### src/rtl/audio_i2s_tx.sv
// audio_i2s_tx: I2S transmitter for the DAC/headphone path.
// Three-stage sample pipeline (truncate, optional saturating mono mix, volume)
// feeds a frame hold register; a runtime divider generates bck, and each
// falling bck edge shifts one bit of the left-aligned slot word onto din.
module audio_i2s_tx #(
    parameter int IN_W         = 18,
    parameter int OUT_W        = 16,
    parameter int SLOT_W       = 16,
    parameter int DIV_W        = 9,
    parameter int UNSIGNED_OUT = 0
) (
    input  logic                    clk,
    input  logic                    reset_n,
    input  logic                    enable,
    input  logic [DIV_W-1:0]        div,
    input  logic                    mono,
    input  logic [1:0]              volume,
    input  logic signed [IN_W-1:0]  audio_l,
    input  logic signed [IN_W-1:0]  audio_r,
    output logic                    sample_req,
    output logic                    bck,
    output logic                    ws,
    output logic                    din,
    output logic                    pa_en
);

    localparam int NUM_CH = 2;              // index 0 = left, 1 = right
    localparam int FRAME  = 2 * SLOT_W;
    localparam int BC_W   = $clog2(FRAME);
    localparam logic MSB_INV = (UNSIGNED_OUT != 0);

    localparam logic [OUT_W-1:0] SAT_MAX = {1'b0, {(OUT_W-1){1'b1}}};
    localparam logic [OUT_W-1:0] SAT_MIN = {1'b1, {(OUT_W-1){1'b0}}};

    // ---------------------------------------------------------------------
    // Sample pipeline
    // ---------------------------------------------------------------------
    logic [NUM_CH-1:0][IN_W-1:0]  audio_in;
    logic [NUM_CH-1:0][OUT_W-1:0] s1_d, s1_q;
    logic [NUM_CH-1:0][OUT_W-1:0] s2_q;
    logic [NUM_CH-1:0][OUT_W-1:0] s3_d, s3_q;
    logic [NUM_CH-1:0][OUT_W-1:0] hold_q;

    logic [OUT_W:0]   mix_sum;
    logic [OUT_W-1:0] mix_sat;

    assign audio_in = {audio_r, audio_l};

    for (genvar c = 0; c < NUM_CH; c++) begin : g_ch
        logic signed [OUT_W-1:0] scaled;

        // An arithmetic shift right by IN_W-OUT_W followed by truncation to
        // OUT_W bits is exactly the top OUT_W bits of the input.
        assign s1_d[c] = audio_in[c][IN_W-1 -: OUT_W];

        // Volume as an arithmetic attenuation; code 0 mutes
        always_comb begin
            scaled = '0;
            case (volume)
                2'd1:    scaled = $signed(s2_q[c]) >>> 2;
                2'd2:    scaled = $signed(s2_q[c]) >>> 1;
                2'd3:    scaled = $signed(s2_q[c]);
                default: scaled = '0;
            endcase
        end

        // Offset-binary builds flip the sign bit after muting, so mute maps
        // to the mid-scale code.
        assign s3_d[c] = {scaled[OUT_W-1] ^ MSB_INV, scaled[OUT_W-2:0]};
    end

    // Input LSBs below the transmitted word are intentionally discarded.
    logic unused_lsbs;
    assign unused_lsbs = ^audio_in;

    // Mono mix: one extra bit of headroom, then clamp on overflow
    always_comb begin
        mix_sum = {s1_q[0][OUT_W-1], s1_q[0]} + {s1_q[1][OUT_W-1], s1_q[1]};
        mix_sat = mix_sum[OUT_W-1:0];
        case (mix_sum[OUT_W -: 2])
            2'b01:   mix_sat = SAT_MAX;
            2'b10:   mix_sat = SAT_MIN;
            default: mix_sat = mix_sum[OUT_W-1:0];
        endcase
    end

    // Pipeline registers run every clk, independent of enable
    always_ff @(posedge clk or negedge reset_n) begin
        if (!reset_n) begin
            s1_q <= '0;
            s2_q <= '0;
            s3_q <= '0;
        end else begin
            s1_q <= s1_d;
            s2_q <= mono ? {mix_sat, mix_sat} : s1_q;
            s3_q <= s3_d;
        end
    end

    // ---------------------------------------------------------------------
    // Serializer
    // ---------------------------------------------------------------------
    logic [DIV_W-1:0]  cnt;
    logic [BC_W-1:0]   bit_cnt;
    logic [BC_W-1:0]   n_next;      // bit_cnt after the coming falling edge
    logic [BC_W-1:0]   n_after;     // one position further, drives ws lead
    logic [BC_W-1:0]   pos;         // position within the current slot
    logic              is_right;
    logic [OUT_W-1:0]  word;
    logic [SLOT_W-1:0] slot_word;
    logic [SLOT_W-1:0] slot_shift;
    logic              slot_bit;
    logic              ws_next;

    // Next bit selection; at frame start the fresh S3 left word is used
    // directly since the hold register is only loaded on that same edge.
    always_comb begin
        n_next     = (bit_cnt == BC_W'(FRAME-1)) ? '0 : bit_cnt + 1'b1;
        n_after    = (n_next  == BC_W'(FRAME-1)) ? '0 : n_next + 1'b1;
        is_right   = (n_next >= BC_W'(SLOT_W));
        pos        = is_right ? n_next - BC_W'(SLOT_W) : n_next;
        if (is_right)
            word = hold_q[1];
        else if (n_next == '0)
            word = s3_q[0];
        else
            word = hold_q[0];
        slot_word  = SLOT_W'(word) << (SLOT_W - OUT_W);
        slot_shift = slot_word << pos;
        slot_bit   = slot_shift[SLOT_W-1];
        ws_next    = (n_after >= BC_W'(SLOT_W));
    end

    // Divider, bit shifting and frame latch; disable parks at a clean frame start
    always_ff @(posedge clk or negedge reset_n) begin
        if (!reset_n) begin
            cnt        <= '0;
            bit_cnt    <= BC_W'(FRAME-1);
            bck        <= 1'b0;
            ws         <= 1'b0;
            din        <= 1'b0;
            sample_req <= 1'b0;
            pa_en      <= 1'b0;
            hold_q     <= '0;
        end else begin
            sample_req <= 1'b0;
            pa_en      <= enable;
            if (!enable) begin
                cnt     <= '0;
                bit_cnt <= BC_W'(FRAME-1);
                bck     <= 1'b0;
                ws      <= 1'b0;
                din     <= 1'b0;
            end else if (cnt >= div) begin
                // >= rather than == so a lowered div cannot strand cnt above it
                cnt <= '0;
                bck <= ~bck;
                if (bck) begin
                    bit_cnt <= n_next;
                    din     <= slot_bit;
                    ws      <= ws_next;
                    if (n_next == '0) begin
                        hold_q     <= s3_q;
                        sample_req <= 1'b1;
                    end
                end
            end else begin
                cnt <= cnt + 1'b1;
            end
        end
    end

endmodule

### config.mk
export PLATFORM = sky130hd
export DESIGN_NAME = audio_i2s_tx
export DESIGN_NICKNAME = d
export VERILOG_FILES = /design/src/rtl/audio_i2s_tx.sv
export SDC_FILE = /design/constraint.sdc
export NUM_CORES = 1
export LEC_CHECK = 0
export ABC_AREA = 1
export BUFFER_PORTS_ARGS = -buffer_cell sky130_fd_sc_hd__buf_2
export CAP_MARGIN = 30
export CORE_MARGIN = 3
export CORE_UTILIZATION = 40
export CTS_CLUSTER_SIZE = 25
export DETAILED_ROUTE_END_ITERATION = 8
export PLACE_DENSITY = 0.58
export SYNTH_ARGS = -nofsm -noshare
export SYNTH_HDL_FRONTEND = slang
export SYNTH_SLANG_ARGS = --single-unit
### constraint.sdc
create_clock -name clk -period 5.03 [get_ports clk]
set_input_delay 0.2515 -clock clk [delete_from_list [all_inputs] [get_ports clk]]
set_output_delay 0.2515 -clock clk [all_outputs]
set_load 0.02 [all_outputs]
==> results.cfg, run 1 <==
[clocking]
cts_setup_buffers = 0
cts_h_tree_lvls = 4
tritoncts = yes
cts_num_sinks = 147
root_buffer = clkbuf_16
max-clock-path-buffers = 2
post_cts_resized = 0
worstSkewPairLatency_ps = 420
clk_pin_slew_ps = 60
cts_made_buffers = 17

[routing]
avgViaCountPerCell = 4.59
detailedRoute.firstIterationViolations = 203
wl_um = 13600
drtAntennaViolNets = 0
vias = 5310
post_detailed_route_wirelength_per_cell_um = 11.7
number_of_search_and_repair_iterations_in_the_first_detailed_routing_pass = 4
drcViolationCount = 0

[synthesis]
biggest_area_contributors_in_the_synthesized_netlist = dfrtp_1 50%, nand2_1 15%, inv_1 5.9%
yosys.cell_count.top_type = nand2_1
synthCells = 836
synth_compound_area_frac = 0.106
ys_dominant_reg_cell = dfrtp_1
combinational_family_with_the_most_area_after_synthesis = simple AND/OR/NAND/NOR gates
post_synth_adder_cell_area = 0.0578
ys_async_sr_fraction = 1.00
area_share_of_the_leading_cell_type_in_the_synthesized_netlist = 0.504
synthesis.area_per_instance_um2 = 8.44
flip_flop_and_latch_count_after_synthesis = 147
synth.cells.most_frequent = 279 x nand2_1, 142 x dfrtp_1, 110 x inv_1, 50 x nand3_1, 47 x o21ai_0
synth-edff-count = 0
synth_area_leader_cell = dfrtp_1
post_synth_xor_area_fraction = 0.00869
syn_area_um2 = 7060
yosysWarningCount = 0
synth_nets = 919
synth_seq_area_share = 0.522
post_synth_mux_area_share = 0
yosys.area_share.simple = 0.228
netlist-cell-type-count = 39

[worst_setup_path]
cp_slowest_cell = dfrtp_1
critical_path.max_stage_delay_ps = 390
path_buf_inv = 4
setup.worst_path.end_class = register
crit_type = register to register
most_common_cell_on_crit_path = nand2_1
nature_of_the_critical_path_startpoint = register
worst-endpoint-required_ps = 5330
rrSetupSlack_ps = 1800
worstPathArrival_ps = 3530
cp_top_family = simple AND/OR/NAND/NOR gates
critical_path.cell_chain = ha_1 -> nand2_1 -> nor3_1 -> a21oi_1 -> inv_1 -> nand3_1 -> nand2_1 -> nand2_1 -> a22oi_1 -> inv_1 -> ha_1 -> clkinv_1 -> buf_4 -> nand2_1 -> o21ai_0 -> nand2_1 -> nand2_1
timing.critical_path.fanout_max = 15

[floorplan]
core_box_area_um2 = 16900
floorplan.die.width_um = 139
start_util = 0.417
row_count = 47
fp.dieArea_um2 = 19300
die-height_um = 139
ioPinCount = 56

[finish]
area_growth_syn_to_layout_pct = 20.6
n_antenna_cell = 0
num-nets-final = 1006
layout-drive-gt1-share = 0.116

[power_and_ir_drop]
total_leakage_power_nw = 4.45
power.density_nw_per_um2 = 361
share_clk_of_total_power = 0.422
sw_ratio = 0.261
share_seq_of_total_power = 0.440
power_report.internal_total_mw = 2.27
totalPowerFinal_mw = 3.07
ir_worst_vdd_uv = 241
switching_power_mw = 0.803
comb_power_share = 0.138

[timing]
final_critical_path_setup_slack_ps = 1800
grt_setup_unrepaired = false
min_period_ps = 3230
report.final.setup_viol = 0
relSlewSlack = 0.438
hold_viol_final = 0
clock.fmax_ghz = 0.309
fin_setup_tns_ps = 0
maxSlewViolCount = 0
tightest_slew_ps = 841
period_share = 0.643
finalClockSkew_ps = 6.61

[placed_design]
dp_hpwl_um = 9660
buffer_ports.inserted = 51
place_congestion = 0.776
pre_cts_ws_ps = 1780

[job]
timing.max_cap.violations = 0

[global_routing]
global_route_wire_length_before_repair_um = 24500
grt_use_total = 0.152
first_global_vias = 5448
largest_net_degree_at_the_start_of_global_routing = 92
grt-ovfl-total = 0
antenna_found_initial = 0

[hold_path]
class_of_the_tightest_hold_or_removal_check = primary input to register

[status]
outcome = finished clean
## tightest hold or removal path: stages
cell and delay (ps):
buf_2 100, nor2_1 50, nor2_1 120
## layout make-up
cell class / count / area [µm²]
clock inverter: 13 / 174
fill: 1632 / 8430
clock buffer: 19 / 443
tap: 220 / 275
inverter: 112 / 420
sequential: 147 / 3680
multi-input combinational: 549 / 2820
timing repair buffer: 96 / 684
## per-stage QoR
stage	utilization	std cells	instance area [µm²]	hold slack [ps]
detailed placement	0.446	1090	7550	361
finish	0.502	1156	8510	162
floorplan	-	836	7060	-44.1
global route	0.502	1156	8510	204
global placement	0.445	1089	7540	359
CTS	0.502	1156	8510	151
## worst paths after layout
path	startpoint	endpoint	cells past startpoint
worst max-delay path	s1_q[4]	s2_q[18]	17
worst min-delay path	volume[0]	s3_q[31]	3
worst max register to register	s1_q[4]	s2_q[18]	17
worst min register to register	s3_q[17]	hold_q[17]	2
max in group asynchronous	reset_n	hold_q[9]	3
min in group asynchronous	reset_n	s1_q[30]	2
## repair_timing
action	in CTS	in global routing
hold endpoints to repair	123	0
endpoints found under the setup margin	0	0
hold buffers	34	0
## logic make-up (layout without fill, tap and decap cells)
group | count (synthesis) | after routing
flops | 147 | 147
compound gates | 123 | 123
simple gates | 387 | 387
buf+inv | 140 | 240
xor+xnor | 7 | 7
fa+ha+maj | 32 | 32
## cells in the final DEF (no fill, tap or decap), drive strengths merged, types with 5 or more instances in the layout
cell type	Yosys	layout
a21oi	36	36
buf	9	62
clkbuf	19	19
clkinv	1	5
dfrtp	142	142
dfstp	5	5
dlygate4sd3	0	34
ha	31	31
inv	111	115
nand2	281	281
nand3	50	50
nor2	35	35
nor3	8	8
o21ai	50	50
o221ai	27	27
xor2	6	6
## power by group through the flow
stage | combinational [mW] | sequential [mW] | clock (mW)
2_1_floorplan | 0.290 | 1.36 | 0
3_3_place_gp | 0.405 | 1.37 | 0
3_5_place_dp | 0.407 | 1.37 | 0
4_1_cts | 0.430 | 1.35 | 1.33
5_1_grt | 0.499 | 1.37 | 1.39
6_report | 0.425 | 1.35 | 1.30
## per-layer routing
metal	routed length [µm]	share of wire	GRT usage
met5	0	0	0
met4	176	0.013	0.0448
met3	417	0.031	0.0376
met2	6710	0.49	0.269
met1	6260	0.46	0.183
## sequential cells by signal, summed over array words and instances, names as in the netlist
register	flops
bck	1
bit_cnt	5
cnt	9
din	1
hold_q	32
pa_en	1
s1_q	32
s2_q	32
s3_q	32
sample_req	1
ws	1
Power figures use the tool's default switching activity.
==> run 2, diff against run 1 <==
Settings changed: ABC_AREA 1 to 0, PLACE_DENSITY 0.58 to 0.6.
Clock period 5.03 ns to 2.7 ns, I/O delays scaled along.
==> run 2 against run 1 <==
  * The run now ends with setup timing left
  * Sequential power increased by 90%
  * Synthesized cell count decreased by 20%
  * Non-clock buffer count increased by 101
  * Critical path depth unchanged
  * Routed wire length increased by 14%
  * Clock skew increased by 0.60 ps
  * Highest routed layer is now met5
==> results.cfg, run 2 <==
[power_and_ir_drop]
totalPowerFinal_mw = 5.92
power.density_nw_per_um2 = 621
total_leakage_power_nw = 4.47
sw_ratio = 0.255
share_seq_of_total_power = 0.433
power_report.internal_total_mw = 4.41
share_clk_of_total_power = 0.381
switching_power_mw = 1.51
comb_power_share = 0.186
ir_worst_vdd_uv = 442

[finish]
layout-drive-gt1-share = 0.351
n_antenna_cell = 0
design_area_um2 = 9530
final-instance-count-excl-fill = 1086
most_frequent_cells_in_the_layout = 142 x dfrtp_1, 102 x buf_4, 72 x nand2_1, 70 x nor2_1, 50 x buf_2
num-nets-final = 937
filler_cell_count = 1446
area_growth_syn_to_layout_pct = 36.5
layout.cells.most_common = dfrtp_1

[synthesis]
post_synth_mux_area_share = 0.0950
synthesis.area_per_instance_um2 = 10.5
synth-edff-count = 0
synth_nets = 749
yosys.cell_count.top_type = dfrtp_1
syn_area_um2 = 6980
synth_area_leader_cell = dfrtp_1
synth.cells.most_frequent = 142 x dfrtp_1, 75 x nor2_1, 73 x nand2_1, 48 x a21oi_1, 48 x mux2_2
synth_seq_area_share = 0.528
combinational_family_with_the_most_area_after_synthesis = compound AO/OA/AOI/OAI gates
post_synth_xor_area_fraction = 0.0238
ys_dominant_reg_cell = dfrtp_1
ys_async_sr_fraction = 1.00
area_share_of_the_leading_cell_type_in_the_synthesized_netlist = 0.509
biggest_area_contributors_in_the_synthesized_netlist = dfrtp_1 51%, mux2_2 7.7%, ha_1 5.6%
synth_compound_area_frac = 0.134
yosys.area_share.simple = 0.132
synthCells = 666
yosysWarningCount = 0
flip_flop_and_latch_count_after_synthesis = 147
netlist-cell-type-count = 59
post_synth_adder_cell_area = 0.0584

[worst_setup_path]
critical_path.cell_chain = ha_2 -> inv_2 -> fa_2 -> nor2b_1 -> o21a_1 -> o21ai_2 -> a21oi_2 -> o221ai_2 -> o21ai_2 -> nand2_2 -> a31o_4 -> ha_4 -> inv_4 -> a21boi_4 -> buf_4 -> o31ai_1 -> o21a_1
setup.worst_path.end_class = register
timing.critical_path.fanout_max = 6
crit_type = register to register
nature_of_the_critical_path_startpoint = register
worstPathArrival_ps = 3360
critical_path.max_stage_delay_ps = 360
path_buf_inv = 3
cp_slowest_cell = dfrtp_1
worst-endpoint-required_ps = 3000
cp_top_family = compound AO/OA/AOI/OAI gates

[timing]
period_share = 1.13
relSlewSlack = 0.450
grt_setup_unrepaired = true
report.final.setup_viol = 32
tightest_slew_ps = 826
hold_viol_final = 0
maxSlewViolCount = 0
min_period_ps = 3060
finalClockSkew_ps = 7.21
clock.fmax_ghz = 0.327
final_critical_path_setup_slack_ps = -360

[routing]
avgViaCountPerCell = 5.03
drcViolationCount = 0
post_detailed_route_wirelength_per_cell_um = 14.2
wl_um = 15500
drtAntennaViolNets = 0
detailedRoute.firstIterationViolations = 275
number_of_search_and_repair_iterations_in_the_first_detailed_routing_pass = 4
vias = 5458

[global_routing]
grt-ovfl-total = 0
largest_net_degree_at_the_start_of_global_routing = 83
antenna_found_initial = 1
global_route_wire_length_before_repair_um = 26400
grt_use_total = 0.165
first_global_vias = 5748

[floorplan]
core_box_area_um2 = 16800
ioPinCount = 56
row_count = 47
die-height_um = 138
start_util = 0.415
fp.dieArea_um2 = 19100
floorplan.die.width_um = 138

[job]
timing.max_cap.violations = 0

[clocking]
max-clock-path-buffers = 2
cts_made_buffers = 17
cts_h_tree_lvls = 4
clk_pin_slew_ps = 50
cts_num_sinks = 147
worstSkewPairLatency_ps = 410
root_buffer = clkbuf_16
tritoncts = yes

[placed_design]
buffer_ports.inserted = 51
place_congestion = 0.887
dp_hpwl_um = 11100
post-place-cells = 993
dpl_cell_area_um2 = 8120
pre_cts_ws_ps = -583

[status]
outcome = complete, but fails checks
failed_checks = setup timing

[hold_path]
class_of_the_tightest_hold_or_removal_check = primary input to register
-- run 2: power by group through the flow --
stage               Sequential (mW)  Clock [mW]  Combinational [mW]
detailed placement             2.60           0               0.894
finish                         2.56        2.25                1.10
CTS                            2.56        2.31                1.05
global route                   2.59        2.41                1.22
floorplan                      2.54           0               0.563
global placement               2.59           0               0.869
-- run 2: cell families after synthesis --
logic type / after synthesis
AO/OA/AOI/OAI: 152
XOR/XNOR: 19
adder cells (fa/ha/maj): 32
buffers and inverters: 52
flip-flops: 147
multiplexers: 59
AND/OR/NAND/NOR: 205
-- run 2: metrics by stage --
stage	hold WS [ps]	util	TNS, ps
detailed placement	224	0.483	-15070
CTS	269	0.555	-9380
global route	338	0.566	-15580
finish	307	0.566	-8790
floorplan	-161	-	-8230
global placement	220	0.483	-12650
-- run 2: layer usage --
metal / global-route usage / wire length [µm] / up-vias
li1: - / - / 2691
met1: 0.199 / 6580 / 2595
met2: 0.285 / 7870 / 136
met3: 0.0404 / 628 / 34
met4: 0.0671 / 386 / 2
met5: 0 / 10 / -
-- run 2: timing repair --
action	in CTS	in global routing
setup endpoints to repair	33	33
setup buffers	22	6
hold buffers	34	0
endpoints found under the hold margin	114	0
gates resized for setup	29	31
pin swaps	17	31
-- run 2: final cells by class --
type | count | area [µm²] | share of cell area
clock inverters | 10 | 108 | 0.0113
clock buffers | 21 | 470 | 0.0494
flip-flops and latches | 147 | 3680 | 0.387
repair buffers | 197 | 1490 | 0.156
well taps | 220 | 275 | 0.0289
inverters | 24 | 92.6 | 0.00972
multi-input cells | 467 | 3410 | 0.358
-- run 2: final timing paths --
path	cells after the start	endpoint	slack [ps]	from
setup / recovery	17	s2_q[3]	-360	s1_q[16]
hold reg to reg	1	hold_q[28]	470	s3_q[28]
setup reg to reg	17	s2_q[3]	-360	s1_q[16]
max in group asynchronous	3	s1_q[11]	1510	reset_n
hold / removal	3	s2_q[17]	310	mono
min in group asynchronous	2	hold_q[3]	320	reset_n
-- run 2: tightest hold or removal path: cells and delay by family --
family,cells,cell delay (ps)
buf+inv,1,300
simple gates,2,220
==> run 3, diff against run 2 <==
Settings changed: CORE_MARGIN 3 to 2.
==> run 3 against run 2 <==
  * The run still ends with setup timing left
  * Highest routed layer unchanged
  * Combinational power about the same
  * Sequential power about the same
  * Cell count decreased by 0.64%
  * Largest cell class unchanged
  * Critical endpoint is now s2_q[30]
  * Power increased by 0.87%
  * Worst hold slack got worse by 79 ps
  * Die area decreased by 2.9%
  * Via count decreased by 1.8%
==> results.cfg, run 3 (synthesis results as in run 2) <==
[worst_setup_path]
cp_slowest_cell = dfrtp_1
timing.critical_path.fanout_max = 6
critical_path.cell_chain = ha_2 -> inv_2 -> fa_2 -> nor2b_1 -> o21a_1 -> o21ai_2 -> a21oi_2 -> o221ai_2 -> o21ai_2 -> nand2_2 -> a31o_4 -> ha_4 -> inv_4 -> a21boi_4 -> nand2_1 -> mux2i_1 -> nor3_1
setup.worst_path.end_class = register
cp_top_family = compound AO/OA/AOI/OAI gates
worst-endpoint-required_ps = 3000
most_common_cell_on_crit_path = o21ai_2
critical_path.max_stage_delay_ps = 360
rrSetupSlack_ps = -440
nature_of_the_critical_path_startpoint = register
path_buf_inv = 2
crit_type = register to register
worstPathArrival_ps = 3440

[global_routing]
grt_use_total = 0.175
grt-ovfl-total = 0
antenna_found_initial = 1
first_global_vias = 5464
global_route_wire_length_before_repair_um = 25500
largest_net_degree_at_the_start_of_global_routing = 60

[floorplan]
die-height_um = 136
ioPinCount = 56
core_box_area_um2 = 17200
row_count = 48
floorplan.die.width_um = 136
fp.dieArea_um2 = 18500
start_util = 0.406

[timing]
tightest_slew_ps = 832
maxSlewViolCount = 0
final_critical_path_setup_slack_ps = -438
relSlewSlack = 0.445
hold_viol_final = 0
finalClockSkew_ps = 6.33
clock.fmax_ghz = 0.319
period_share = 1.16
grt_setup_unrepaired = true
min_period_ps = 3140
report.final.setup_viol = 33

[power_and_ir_drop]
share_clk_of_total_power = 0.389
switching_power_mw = 1.61
ir_worst_vdd_uv = 504
comb_power_share = 0.182
power.density_nw_per_um2 = 623
sw_ratio = 0.270
total_leakage_power_nw = 4.43
share_seq_of_total_power = 0.429
power_report.internal_total_mw = 4.36

[job]
timing.max_cap.violations = 0

[placed_design]
buffer_ports.inserted = 51
dpl_cell_area_um2 = 8080
post-place-cells = 990
place_congestion = 0.896
dp_hpwl_um = 10900

[routing]
route.met3.wl_um = 525
drcViolationCount = 0
avgViaCountPerCell = 4.97
drtAntennaViolNets = 0
post_detailed_route_wirelength_per_cell_um = 14.6
top_layer = met5
number_of_search_and_repair_iterations_in_the_first_detailed_routing_pass = 4
wl_um = 15800
wirelength_met1_um = 6900
detailroute.wirelength.met2_um = 7960
vias = 5362
detailedRoute.firstIterationViolations = 198

[clocking]
cts_h_tree_lvls = 4
root_buffer = clkbuf_16
cts_num_sinks = 147
cts_made_buffers = 17
clk_pin_slew_ps = 60
max-clock-path-buffers = 2
worstSkewPairLatency_ps = 420
tritoncts = yes

[status]
outcome = complete, but fails checks
failed_checks = setup timing

[finish]
n_antenna_cell = 0
num-nets-final = 924
final-instance-count-excl-fill = 1079
layout.cells.most_common = dfrtp_1
most_frequent_cells_in_the_layout = 142 x dfrtp_1, 85 x buf_4, 71 x nand2_1, 66 x nor2_1, 50 x buf_2
area_growth_syn_to_layout_pct = 37.1
design_area_um2 = 9570
layout-drive-gt1-share = 0.340

[hold_path]
class_of_the_tightest_hold_or_removal_check = primary input to asynchronous set/reset pin
## run 3: what timing repair did
item | CTS | global route
endpoints found under the hold margin | 81 | 0
hold buffers | 34 | 0
cloned | 0 | 4
setup endpoints to repair | 62 | 65
gates resized for setup | 19 | 52
setup buffers | 10 | 9
pin swaps | 20 | 28
## run 3: layer usage
layer	global-route usage	vias to the layer above
met5	0	-
met1	0.207	2542
li1	-	2676
met4	0.0793	2
met3	0.0429	34
met2	0.302	108
## run 3: power groups by stage
stage / logic (mW) / clock network, mW / registers [mW]
2_1_floorplan: 0.563 / 0 / 2.54
3_3_place_gp: 0.862 / 0 / 2.59
3_5_place_dp: 0.892 / 0 / 2.59
4_1_cts: 0.999 / 2.37 / 2.55
5_1_grt: 1.20 / 2.46 / 2.58
6_report: 1.09 / 2.32 / 2.56
## run 3: final timing paths
kind / to / depth (start not counted) / from
setup / recovery: s2_q[30] / 17 / s1_q[0]
hold / removal: cnt[8] / 2 / reset_n
setup reg to reg: s2_q[30] / 17 / s1_q[0]
hold reg to reg: hold_q[28] / 1 / s3_q[28]
max in group asynchronous: s1_q[12] / 3 / reset_n
min in group clk: s2_q[22] / 4 / mono
## run 3: layout make-up
type / count / area, µm²
multi-input combinational: 468 / 3470
clock buffer: 18 / 439
fill: 1501 / 7600
sequential: 147 / 3680
clock inverter: 14 / 155
tap: 225 / 282
timing repair buffer: 183 / 1450
inverter: 24 / 92.6
## run 3: through the flow
| stage | power (mW) | hold slack, ps | util | setup slack (ps) | TNS, ps |
|---|---|---|---|---|---|
| floorplan | 3.10 | -161 | - | -305 | -8230 |
| global placement | 3.45 | 104 | 0.470 | -422 | -11720 |
| detailed placement | 3.48 | 116 | 0.470 | -521 | -14120 |
| CTS | 5.92 | 234 | 0.534 | -396 | -10040 |
| global route | 6.25 | 262 | 0.557 | -640 | -18560 |
| finish | 5.97 | 228 | 0.557 | -438 | -12440 |
